--- config.mk ---
export PLATFORM = sky130hd
export DESIGN_NAME = imem_loader_flat
export DESIGN_NICKNAME = d
export VERILOG_FILES = /design/src/rtl/imem_loader_pkg.sv /design/src/rtl/imem_loader_if.sv /design/src/rtl/imem_word_packer.sv /design/src/rtl/imem_loader.sv /design/src/flat_wrapper.sv
export SDC_FILE = /design/constraint.sdc
export NUM_CORES = 1
export LEC_CHECK = 0
export ABC_AREA = 0
export CORE_MARGIN = 5
export CORE_UTILIZATION = 62
export DETAILED_ROUTE_END_ITERATION = 16
export DONT_BUFFER_PORTS = 1
export PLACE_DENSITY_LB_ADDON = 0.2
export SLEW_MARGIN = 5
export SYNTH_ARGS = -nofsm -noshare
export SYNTH_HDL_FRONTEND = slang
export SYNTH_HIERARCHICAL = 1
export SYNTH_SLANG_ARGS = --single-unit
--- constraint.sdc ---
create_clock -name clock -period 4.56 [get_ports clock]
set_input_delay 0.912 -clock clock [delete_from_list [all_inputs] [get_ports clock]]
set_output_delay 0.912 -clock clock [all_outputs]
set_load 0.01 [all_outputs]
--- src/rtl/imem_loader_pkg.sv ---
// rtl/imem_loader_pkg.sv - shared encodings and constants for the instruction memory loader
package imem_loader_pkg;

  localparam int ADDR_W_DEFAULT = 6;
  localparam int BYTES_PER_WORD = 4;

  typedef enum logic [2:0] {
    ST_IDLE,
    ST_LEN,
    ST_DATA,
    ST_WRITE,
    ST_CSUM,
    ST_DONE,
    ST_ERR
  } state_t;

endpackage

--- src/rtl/imem_loader_if.sv ---
// rtl/imem_loader_if.sv - host byte stream in, instruction RAM write port out
interface imem_loader_if
  import imem_loader_pkg::*;
#(
  parameter int ADDR_W = ADDR_W_DEFAULT
);

  logic [7:0]        rx_data;
  logic              rx_valid;
  logic              rx_ready;
  logic              mem_we;
  logic [ADDR_W-1:0] mem_addr;
  logic [31:0]       mem_wdata;

  modport master (
    output rx_data, rx_valid,
    input  rx_ready, mem_we, mem_addr, mem_wdata
  );

  modport slave (
    input  rx_data, rx_valid,
    output rx_ready, mem_we, mem_addr, mem_wdata
  );

endinterface

--- src/rtl/imem_word_packer.sv ---
// rtl/imem_word_packer.sv - little-endian byte-to-word assembler with running XOR checksum
// word already includes the byte being accepted this cycle so the caller can latch it on lane 3.
module imem_word_packer
  import imem_loader_pkg::*;
(
  input  logic        clock,
  input  logic        reset_n,
  input  logic        clear,
  input  logic        accept,
  input  logic [7:0]  data,
  output logic [31:0] word,
  output logic        lane3,
  output logic [7:0]  checksum
);

  logic [1:0]  byte_idx;
  logic [31:0] word_q;

  always_comb begin
    word = word_q;
    if (accept) begin
      word[{byte_idx, 3'b000} +: 8] = data;
    end
  end

  assign lane3 = (byte_idx == 2'(BYTES_PER_WORD - 1));

  always_ff @(posedge clock) begin
    if (!reset_n || clear) begin
      byte_idx <= '0;
      word_q   <= '0;
      checksum <= '0;
    end else if (accept) begin
      byte_idx <= byte_idx + 2'd1;
      word_q   <= word;
      checksum <= checksum ^ data;
    end
  end

endmodule

--- src/rtl/imem_loader.sv ---
// rtl/imem_loader.sv - framed byte stream loader that writes RV32I words into instruction RAM
module imem_loader
  import imem_loader_pkg::*;
#(
  parameter int ADDR_W = ADDR_W_DEFAULT
) (
  input  logic              clock,
  input  logic              reset_n,
  input  logic              start,
  imem_loader_if.slave      bus,
  output logic              cpu_hold,
  output logic              busy,
  output logic              done,
  output logic              error,
  output logic [ADDR_W:0]   words_written
);

  localparam logic [8:0] DEPTH = 9'(1 << ADDR_W);

  state_t          state, state_next;
  logic [ADDR_W:0] len;
  logic            accept;
  logic            start_ok;
  logic [31:0]     pk_word;
  logic            pk_lane3;
  logic [7:0]      pk_checksum;
  logic [8:0]      len_byte;
  logic [8:0]      len_clamped;

  assign accept   = bus.rx_valid && bus.rx_ready;
  assign start_ok = start && (state == ST_IDLE || state == ST_DONE || state == ST_ERR);

  // Zero and oversized lengths both mean a full memory, so the word index can never wrap.
  assign len_byte    = {1'b0, bus.rx_data};
  assign len_clamped = (bus.rx_data == 8'd0 || len_byte > DEPTH) ? DEPTH : len_byte;

  imem_word_packer u_packer (
    .clock    (clock),
    .reset_n  (reset_n),
    .clear    (start_ok),
    .accept   (accept && state == ST_DATA),
    .data     (bus.rx_data),
    .word     (pk_word),
    .lane3    (pk_lane3),
    .checksum (pk_checksum)
  );

  always_comb begin
    state_next   = state;
    bus.rx_ready = 1'b0;
    bus.mem_we   = 1'b0;
    case (state)
      ST_IDLE: if (start) state_next = ST_LEN;
      ST_LEN: begin
        bus.rx_ready = 1'b1;
        if (bus.rx_valid) state_next = ST_DATA;
      end
      ST_DATA: begin
        bus.rx_ready = 1'b1;
        if (bus.rx_valid && pk_lane3) state_next = ST_WRITE;
      end
      ST_WRITE: begin
        bus.mem_we = 1'b1;
        state_next = (words_written + (ADDR_W+1)'(1) == len) ? ST_CSUM : ST_DATA;
      end
      ST_CSUM: begin
        bus.rx_ready = 1'b1;
        if (bus.rx_valid) state_next = (bus.rx_data == pk_checksum) ? ST_DONE : ST_ERR;
      end
      ST_DONE, ST_ERR: if (start) state_next = ST_LEN;
      default: state_next = ST_IDLE;
    endcase
  end

  assign busy     = (state == ST_LEN) || (state == ST_DATA) || (state == ST_WRITE) || (state == ST_CSUM);
  assign cpu_hold = busy || (state == ST_ERR);
  assign done     = (state == ST_DONE);
  assign error    = (state == ST_ERR);

  always_ff @(posedge clock) begin
    if (!reset_n) begin
      state         <= ST_IDLE;
      len           <= '0;
      words_written <= '0;
      bus.mem_addr  <= '0;
      bus.mem_wdata <= '0;
    end else begin
      state <= state_next;
      if (start_ok) words_written <= '0;
      if (state == ST_LEN && accept) len <= len_clamped[ADDR_W:0];
      if (state == ST_DATA && accept && pk_lane3) begin
        bus.mem_addr  <= words_written[ADDR_W-1:0];
        bus.mem_wdata <= pk_word;
      end
      if (state == ST_WRITE) words_written <= words_written + (ADDR_W+1)'(1);
    end
  end

endmodule

--- src/flat_wrapper.sv ---
// flat-port wrapper written by rule: the top's interface ports become plain ports
module imem_loader_flat import imem_loader_pkg::*;
#(
  parameter int ADDR_W = ADDR_W_DEFAULT
)
  (clock, reset_n, start, cpu_hold, busy, done, error, words_written, bus_rx_data, bus_rx_valid, bus_rx_ready, bus_mem_we, bus_mem_addr, bus_mem_wdata);
  imem_loader_if #(.ADDR_W(ADDR_W)) bus_i ();
  input  logic clock;
  input  logic reset_n;
  input  logic start;
  output logic cpu_hold;
  output logic busy;
  output logic done;
  output logic error;
  output logic [ADDR_W:0] words_written;
  input wire logic [$bits(bus_i.rx_data)-1:0] bus_rx_data;
  input wire logic [$bits(bus_i.rx_valid)-1:0] bus_rx_valid;
  output wire logic [$bits(bus_i.rx_ready)-1:0] bus_rx_ready;
  output wire logic [$bits(bus_i.mem_we)-1:0] bus_mem_we;
  output wire logic [$bits(bus_i.mem_addr)-1:0] bus_mem_addr;
  output wire logic [$bits(bus_i.mem_wdata)-1:0] bus_mem_wdata;
  assign bus_i.rx_data = bus_rx_data;
  assign bus_i.rx_valid = bus_rx_valid;
  assign bus_rx_ready = bus_i.rx_ready;
  assign bus_mem_we = bus_i.mem_we;
  assign bus_mem_addr = bus_i.mem_addr;
  assign bus_mem_wdata = bus_i.mem_wdata;
  imem_loader #(.ADDR_W(ADDR_W)) u_core (.clock(clock), .reset_n(reset_n), .start(start), .bus(bus_i), .cpu_hold(cpu_hold), .busy(busy), .done(done), .error(error), .words_written(words_written));
endmodule
==> flow_summary.yaml <==
outcome:
  status: "finished clean"
synthesis:
  avgSynthCellArea_um2: 8.726
  yosys_warnings: 6
  ys_types: 47
  netlist_instances: 498
  synth_edf_count: 0
  syn_area_mm2: 0.004345
  synth-main-ff-cell: "dfxtp_1"
  yosysSeqAreaShare_pct: 44.69
  async_flop_share_pct: 0
  syn_nets: 517
  ys_ff_latch: 97
sta:
  timing.slew.headroom_pct: 28.11
  fmax_mhz: 380.6
  tns_ns: 0
  finalHoldViolCount: 0
  finalCritPeriodShare_pct: 57.61
  drv_slew: 0
  fin_crit_ns: 2.627
  timing.hold.ws_ns: 0.4729
  rsz0062_at_grt: "no"
  max_slew.worst_pin.slew_ns: 1.076
  setup_violations: 0
  finClkSkew_ns: 0.006418
route:
  drcViolationCount: 0
  first_iter_violations: 192
  wl_um: 9452
  ant_nets: 0
  drt_pass1_iterations: 5
  viasPerCell: 5.909
  wl_per_cell_um: 16.24
  num_vias: 3439
die:
  die_area_mm2: 0.008783
  rows: 30
  initial_core_util_pct: 63.96
  num_io_pins: 63
  fp.dieW_um: 93.72
  die_h_um: 93.72
  core_mm2: 0.006794
clock_tree:
  cts_resized: 0
  cts_max_level: 3
  post-cts-setup-buffer-count: 0
  numCtsBuffers: 9
  clk_pin_slew_worst_paths_ns: 0.09
  cts-root-buf: "clkbuf_8"
  cts_buffer_depth: 2
  hold_buffers: 0
  cts.sinks: 97
  clkLatencyLatePin_ns: 0.36
  tritoncts: "yes"
setup_path:
  cp_slowest_stage_delay_ns: 0.63
  cp_cell_sequence: "nand3_1, inv_2"
  cp_slowest_cell: "dfxtp_1"
  worstSetupPathType: "flip-flop to output pin"
  critPathMaxFanout: 15
  worst-path-buf-inv: 1
  critPathArrivalTime_ns: 1.72
  crit_family: "flip-flops"
  timing.critical_path.from_type: "flip-flop"
  end_kind: "output pin"
  worstPathRequired_ns: 3.65
pwr:
  p_seq_share_pct: 54.2
  p_int_mw: 1.207
  p_sw_share_pct: 27.55
  pwr-share-clk_pct: 32.4
  ir_drop_mv: 0.2398
  power_frac_comb_pct: 13.4
  p_sw_mw: 0.4592
  power.density_mw_per_mm2: 366.3
  p_leak_nw: 1.676
grt:
  antenna_found_initial: 0
  grt_first_pass_wirelength_um: 15970
  grt_max_degree: 60
  grt_usage_pct: 22.98
  gr-total-overflow: 0
  grt_pass1_vias: 3244
final_layout:
  layout-drive-gt1-share_pct: 6.173
  area_delta_synth_final_pct: 4.693
  layout_commonest_cell: "nand2_1"
  antennaDiodeCount: 0
  final_net_count: 501
  final_cell_mix: "nand2_1 (105), dfxtp_1 (97), a21boi_1 (39)"
placed_design:
  port_buffers: 0
  place_hpwl_um: 6379
  gp_congestion: 0.8412
run:
  maxCapViolations: 0
hold_path:
  hp-class: "flip-flop to flip-flop"
[kinds of logic (layout without fill, tap and decap cells)]
group,after synthesis,count (layout),synth area share [%]
AO/OA/AOI/OAI,123,123,22.08
adder cells (fa/ha/maj),7,7,2.015
XOR/XNOR,30,30,6.047
flip-flops,97,97,44.69
AND/OR/NAND/NOR,183,183,19.55
multiplexers,2,2,0.4607
buffers and inverters,56,44,5.154
[Yosys cell counts, drive strengths merged, types with 2 or more instances]
cell,instances,area share (%)
nand2,105,9.1
dfxtp,97,45
a21boi,39,6.7
nor2,32,2.8
inv,25,2.2
xnor2,19,3.8
clkbuf,18,1.6
a32oi,16,3.2
a32o,15,3.5
a22o,14,2.8
buf,13,1.4
xor2,11,2.2
a21oi,10,1.2
nand3,8,0.92
nor2b,8,1.2
o21ai,8,0.92
ha,7,2.0
a22oi,6,1.0
a31oi,5,0.72
and3,4,0.58
and3b,4,0.81
nor4,4,1.1
and2,3,0.43
nand4,3,0.43
nor3b,3,0.75
a211oi,2,0.35
mux2i,2,0.46
nand2b,2,0.29
nor3,2,0.23
o211ai,2,0.35
[per-layer routing]
layer / vias to the layer above / share of wire, % / track usage, %
met4: 0 / 1.6 / 8.785
met2: 81 / 47 / 36.25
met1: 1657 / 45 / 29.79
li1: 1688 / - / -
met5: - / 0 / 0
met3: 13 / 6.8 / 6.490
[worst reg2reg max path, delay by kind of cell (launching register included)]
family / cells / cell delay [ns]
simple gates: 4 / 1.05
compound gates: 2 / 0.38
flops: 1 / 0.51
buf+inv: 2 / 0.40
[metrics by stage]
| step | utilization [%] | cells | instance area (um^2) | setup WS (ns) | total power [mW] |
|---|---|---|---|---|---|
| 3_5_place_dp | 64.25 | 567 | 4365 | 1.932 | 1.145 |
| 5_1_grt | 66.96 | 582 | 4549 | 1.813 | 1.751 |
| 4_1_cts | 66.96 | 582 | 4549 | 1.935 | 1.677 |
| 3_3_place_gp | 64.25 | 567 | 4365 | 2.025 | 1.140 |
| 6_report | 66.96 | 582 | 4549 | 1.933 | 1.666 |
| 2_1_floorplan | - | 498 | 4345 | 2.239 | 1.115 |
[sequential cells by signal (all words and copies together) (netlist names)]
register / cells
u_core/bus.mem_wdata: 32
u_core/words_written: 7
u_core/len: 7
u_core/state: 3
u_core/u_packer/word_q: 32
u_core/bus.mem_addr: 6
u_core/u_packer/byte_idx: 2
u_core/u_packer/checksum: 8
[final timing paths]
kind | slack (ns) | endpoint | depth (start not counted) | start
worst max register to register | 2.16 | u_core/bus.mem_wdata[30] | 8 | u_core/state[1]
worst min-delay path | 0.47 | u_core/u_packer/word_q[1] | 1 | u_core/u_packer/word_q[1]
worst min register to register | 0.47 | u_core/u_packer/word_q[1] | 1 | u_core/u_packer/word_q[1]
worst max-delay path | 1.93 | bus_mem_we | 2 | u_core/state[0]
[power groups by stage]
stage / Combinational (mW) / Sequential, mW / Clock [mW]
floorplan: 0.211 / 0.904 / 0
global placement: 0.218 / 0.922 / 0
detailed placement: 0.222 / 0.923 / 0
CTS: 0.223 / 0.903 / 0.551
global route: 0.249 / 0.908 / 0.594
finish: 0.223 / 0.903 / 0.540
[area by class of cell]
type,count,area [um^2]
clock inverter,5,56.30
fill,551,2245
multi-input combinational,345,2180
sequential,97,1942
timing repair buffer,4,30.03
tap,96,120.1
inverter,25,93.84
clock buffer,10,127.6
(Power assumes the default switching activity.)
